## src/rtl/fifo_word_packer.sv

```systemverilog
// fifo_word_packer: pops bytes from a FIFO and packs LANES of them per valid/ready word, with flush of partial words.
module fifo_word_packer #(
   parameter int DATA_W = 8,
   parameter int LANES  = 4
) (
   input  logic                     clk,
   input  logic                     rstn,
   input  logic                     fifo_empty,
   input  logic [DATA_W-1:0]        fifo_data,
   output logic                     fifo_rd_en,
   input  logic                     flush,
   output logic                     flush_busy,
   output logic [DATA_W*LANES-1:0]  word_data,
   output logic [LANES-1:0]         word_keep,
   output logic                     word_valid,
   input  logic                     word_ready
);
   localparam int FW = $clog2(LANES + 1);
   typedef enum logic [1:0] {FILL, FLUSH_WAIT, EMIT} state_t;
   state_t state, state_n;
   logic [FW-1:0] fill, fill_base;
   logic rd_pend, out_free, xfer;
   logic [DATA_W*LANES-1:0] pack;
   logic [LANES-1:0] keep_n;
   always_comb begin
      out_free   = !word_valid || word_ready;
      fifo_rd_en = rstn && !fifo_empty && state == FILL &&
                   ({1'b0, fill} + {{FW{1'b0}}, rd_pend}) < (FW+1)'(LANES);
      xfer       = out_free && (state == FILL ? fill == FW'(LANES) : state == EMIT);
      fill_base  = xfer ? '0 : fill;
      keep_n     = ~({LANES{1'b1}} << fill);
      state_n    = state;
      if (state == FILL && flush) state_n = FLUSH_WAIT;
      if (state == FLUSH_WAIT && !rd_pend) state_n = (fill == '0) ? FILL : EMIT;
      if (state == EMIT && out_free) state_n = FILL;
   end
   assign flush_busy = state != FILL;
   // pack is cleared on every transfer so lanes past fill read as zero in a flushed word
   always_ff @(posedge clk or negedge rstn) begin
      if (!rstn) begin
         state      <= FILL;
         fill       <= '0;
         rd_pend    <= 1'b0;
         pack       <= '0;
         word_data  <= '0;
         word_keep  <= '0;
         word_valid <= 1'b0;
      end else begin
         state   <= state_n;
         rd_pend <= fifo_rd_en;
         if (xfer) begin
            word_data  <= pack;
            word_keep  <= keep_n;
            word_valid <= 1'b1;
            pack       <= '0;
         end else if (word_ready) begin
            word_valid <= 1'b0;
         end
         fill <= rd_pend ? fill_base + FW'(1) : fill_base;
         if (rd_pend) pack[fill_base*DATA_W +: DATA_W] <= fifo_data;
      end
   end
endmodule

```

## config.mk

```make
export PLATFORM = sky130hd
export DESIGN_NAME = fifo_word_packer
export DESIGN_NICKNAME = d
export VERILOG_FILES = /design/src/rtl/fifo_word_packer.sv
export SDC_FILE = /design/constraint.sdc
export NUM_CORES = 1
export LEC_CHECK = 0
export ABC_AREA = 0
export CELL_PAD_IN_SITES_DETAIL_PLACEMENT = 1
export CELL_PAD_IN_SITES_GLOBAL_PLACEMENT = 2
export CORE_UTILIZATION = 35
export CTS_BUF_LIST = sky130_fd_sc_hd__clkbuf_16
export CTS_CLUSTER_DIAMETER = 80
export DETAILED_ROUTE_END_ITERATION = 12
export PLACE_DENSITY = 0.91
export SYNTH_ARGS = -nofsm -noshare
export SYNTH_HDL_FRONTEND = slang
export SYNTH_SLANG_ARGS = --single-unit
export TNS_END_PERCENT = 10
```

## constraint.sdc

```tcl
create_clock -name clk -period 3.75 [get_ports clk]
set_input_delay 0.5625 -clock clk [delete_from_list [all_inputs] [get_ports clk]]
set_output_delay 0.5625 -clock clk [all_outputs]
set_load 0.02 [all_outputs]
```

==> impl_metrics.py <==
metrics = {
    "status": {
        "status": "finished, final reports clean",
    },
    "finish": {
        "fin_nets": 387,
        "drive_gt1_share_pct": 6.65,
        "area_growth_pct": 29.6,
        "antenna_cells": 0,
        "fillerInstances": 951,
    },
    "route": {
        "final_antenna_net_count": 0,
        "wl_per_cell_um": 15.8,
        "drt_iter0_markers": 117,
        "dr.pass1.iters": 4,
        "vias": 2356,
        "drt_wl_total_um": 7610,
        "drc_errors": 0,
        "viasPerCell": 4.90,
    },
    "synth": {
        "synthTopCellsByArea": "dfrtp_1, nand2_1, a21oi_1",
        "synth_top_cell_area_share_pct": 61.2,
        "synth_area_um2": 3070,
        "yosysSeqAreaShare_pct": 61.2,
        "avgSynthCellArea_um2": 9.62,
        "synth.distinct_cells": 31,
        "syn_nets": 335,
        "synth_top_area_cell": "dfrtp_1",
        "syn_inst": 319,
        "yosys_warnings": 0,
        "synth_seq_cells": 75,
    },
    "job": {
        "maxCapViolCount": 0,
    },
    "critical_path": {
        "critPathKind": "reg2reg",
        "r2r-end": "pack[19]",
        "cp_max_fo": 28,
        "cp_data_arrival_time_ps": 3430,
        "r2r.worst_path.cells": 9,
        "cp.required_ps": 3980,
        "r2r-start": "fill[2]",
        "crit_start": "fill[2]",
        "crit_path_start_kind": "flip-flop",
        "rrSetupSlack_ps": 550,
        "end_kind": "flip-flop",
        "critPathCapture": "pack[19]",
    },
    "sta": {
        "whs_ps": 471,
        "worstMarginPinSlew_ps": 953,
        "fin_crit_ps": 3200,
        "relSlewSlack_pct": 36.5,
        "setup_violations": 0,
        "slew_violations": 0,
        "timing.final.hold_violations": 0,
        "tns_ps": 0,
        "rsz0062_at_grt": "no",
        "skew_ps": 5.76,
        "fmax_mhz": 312,
        "min_period_over_period_pct": 85.4,
    },
    "floorplan": {
        "start_util_pct": 36.8,
        "die_w_um": 95.6,
        "io_pins": 52,
        "rows": 33,
        "die_area_um2": 9140,
        "core_area_um2": 8340,
        "die_y_um": 95.6,
    },
    "worst_hold_path": {
        "min_from": "pack[10]",
        "whs_path_depth": 2,
        "hold_class": "reg2reg",
    },
    "place": {
        "io_buffer_count": 51,
        "routabilityCongestion": 0.786,
        "hpwl_um": 4970,
    },
    "clock_tree": {
        "cts_hold_buf": 0,
        "cts_resized": 0,
        "cts_buffers": 9,
        "clk_pin_slew_ps": 60,
        "cts_setup_buffers": 0,
        "insertion_delay_ps": 330,
        "cts_tree": "yes",
        "cts_sinks": 75,
        "cts.path.max_buffers": 2,
        "htreeDepth": 3,
        "root_buffer": "clkbuf_16",
    },
    "power": {
        "ir_drop_v": 0.000282,
        "power.density_nw_per_um2": 800,
        "p_leak_nw": 2.01,
    },
    "global_routing": {
        "track_usage_pct": 18.7,
        "grt_pass1_wl_um": 12600,
        "antenna_found_initial": 0,
        "overflow": 0,
        "grt_max_degree": 76,
        "grt_pass1_vias": 2424,
    },
}
[report_power, final]
group          internal (mW)  leakage [nW]  switching, mW
sequential              1.05          1.03          0.188
clock                  0.575         0.159          0.323
combinational          0.420         0.820          0.625
[how the worst min path moves through the flow]
stage | endpoint | slack, ps
finish | word_data[10] | 470
global placement | word_data[18] | 460
floorplan | fill[0] | 270
detailed placement | word_data[18] | 460
CTS | word_data[10] | 480
global route | word_data[10] | 500
[layout by cell type (no fill, tap or decap), drive strengths merged]
master         synthesis  routed
nor4                   1       1
clkbuf                 3       9
nand4                  1       1
a21oi                 17      17
a22o                   8       8
mux2i                  8       8
nor3                   2       2
nand2                152     152
clkdlybuf4s50          0      50
o211ai                 1       1
nor2                   4       4
buf                   10       4
xnor2                  1       1
a31oi                  1       1
o21bai                 1       1
nor4b                  1       1
nor3b                  2       2
o211a                  1       1
nand4bb                1       1
o2bb2a                 1       1
inv                   13      15
nand2b                 1       1
xor2                   1       1
ha                     3       3
a311oi                 1       1
nand4b                 2       2
clkinv                 0       3
o21ai                  7       7
bufinv                 0       2
dfrtp                 75      75
[Yosys cell counts]
cell type and number:
nand2_1 149, dfrtp_1 75, a21oi_1 17, inv_1 13
a22o_1 8, mux2i_1 8, buf_2 7, o21ai_0 7
clkbuf_1 3, ha_1 3, nand2_2 3, buf_4 2
nand4b_1 2, nor2_1 2, nor2_2 2, nor3_1 2
nor3b_2 2, a311oi_1 1, a31oi_1 1, buf_6 1
nand2b_1 1, nand4_1 1, nand4bb_1 1, nor4_1 1
nor4b_1 1, o211a_1 1, o211ai_2 1, o21bai_1 1
o2bb2a_1 1, xnor2_1 1, xor2_1 1
[final cells by class]
| class | count | area (um2) | share of cell area, % |
|---|---|---|---|
| Clock buffer | 9 | 225 | 5.66 |
| Inverter | 13 | 48.8 | 1.23 |
| Timing Repair Buffer | 54 | 531 | 13.3 |
| Multi-Input combinational cell | 218 | 1080 | 27.1 |
| Sequential cell | 75 | 1880 | 47.2 |
| Tap cell | 105 | 131 | 3.30 |
| Clock inverter | 7 | 85.1 | 2.14 |
[flip-flops by register name, indices dropped and copies added, names as in the netlist]
name / count
pack: 32
word_data: 32
word_keep: 4
fill: 3
state: 2
rd_pend: 1
word_valid: 1
[metrics by stage]
| step | power, mW | setup WS [ps] | cells | utilization, % | cell area, um2 |
|---|---|---|---|---|---|
| CTS | 3.22 | 526 | 481 | 47.7 | 3980 |
| floorplan | 1.89 | 1210 | 319 | - | 3070 |
| detailed placement | 2.30 | 351 | 465 | 44.0 | 3670 |
| global placement | 2.25 | 471 | 465 | 44.0 | 3670 |
| finish | 3.18 | 548 | 481 | 47.7 | 3980 |
| global route | 3.37 | 327 | 481 | 47.7 | 3980 |
[kinds of logic after synthesis]
| group | Yosys count | share of synthesized area, % |
|---|---|---|
| AO/OA/AOI/OAI | 38 | 7.99 |
| XOR/XNOR | 2 | 0.571 |
| adder cells (fa/ha/maj) | 3 | 1.22 |
| buffers and inverters | 26 | 3.96 |
| flip-flops | 75 | 61.2 |
| multiplexers | 8 | 2.61 |
| AND/OR/NAND/NOR | 167 | 22.5 |
[metal layers]
metal  wire length, um  global-route usage (%)
met1              3510                    24.9
met2              3800                    30.8
met3               219                    3.83
met4                78                    5.60
met5                 0                       0
[worst max-delay path: stages (launching register included)]
cell and delay (ps):
dfrtp_1 490, nor3b_2 240, o211ai_4 640, nand2_1 200
ha_1 250, ha_1 340, nand2_1 90, nor4b_1 320
nand2_2 270, mux2i_1 270
Note: power is estimated with default switching activity, not from simulation.
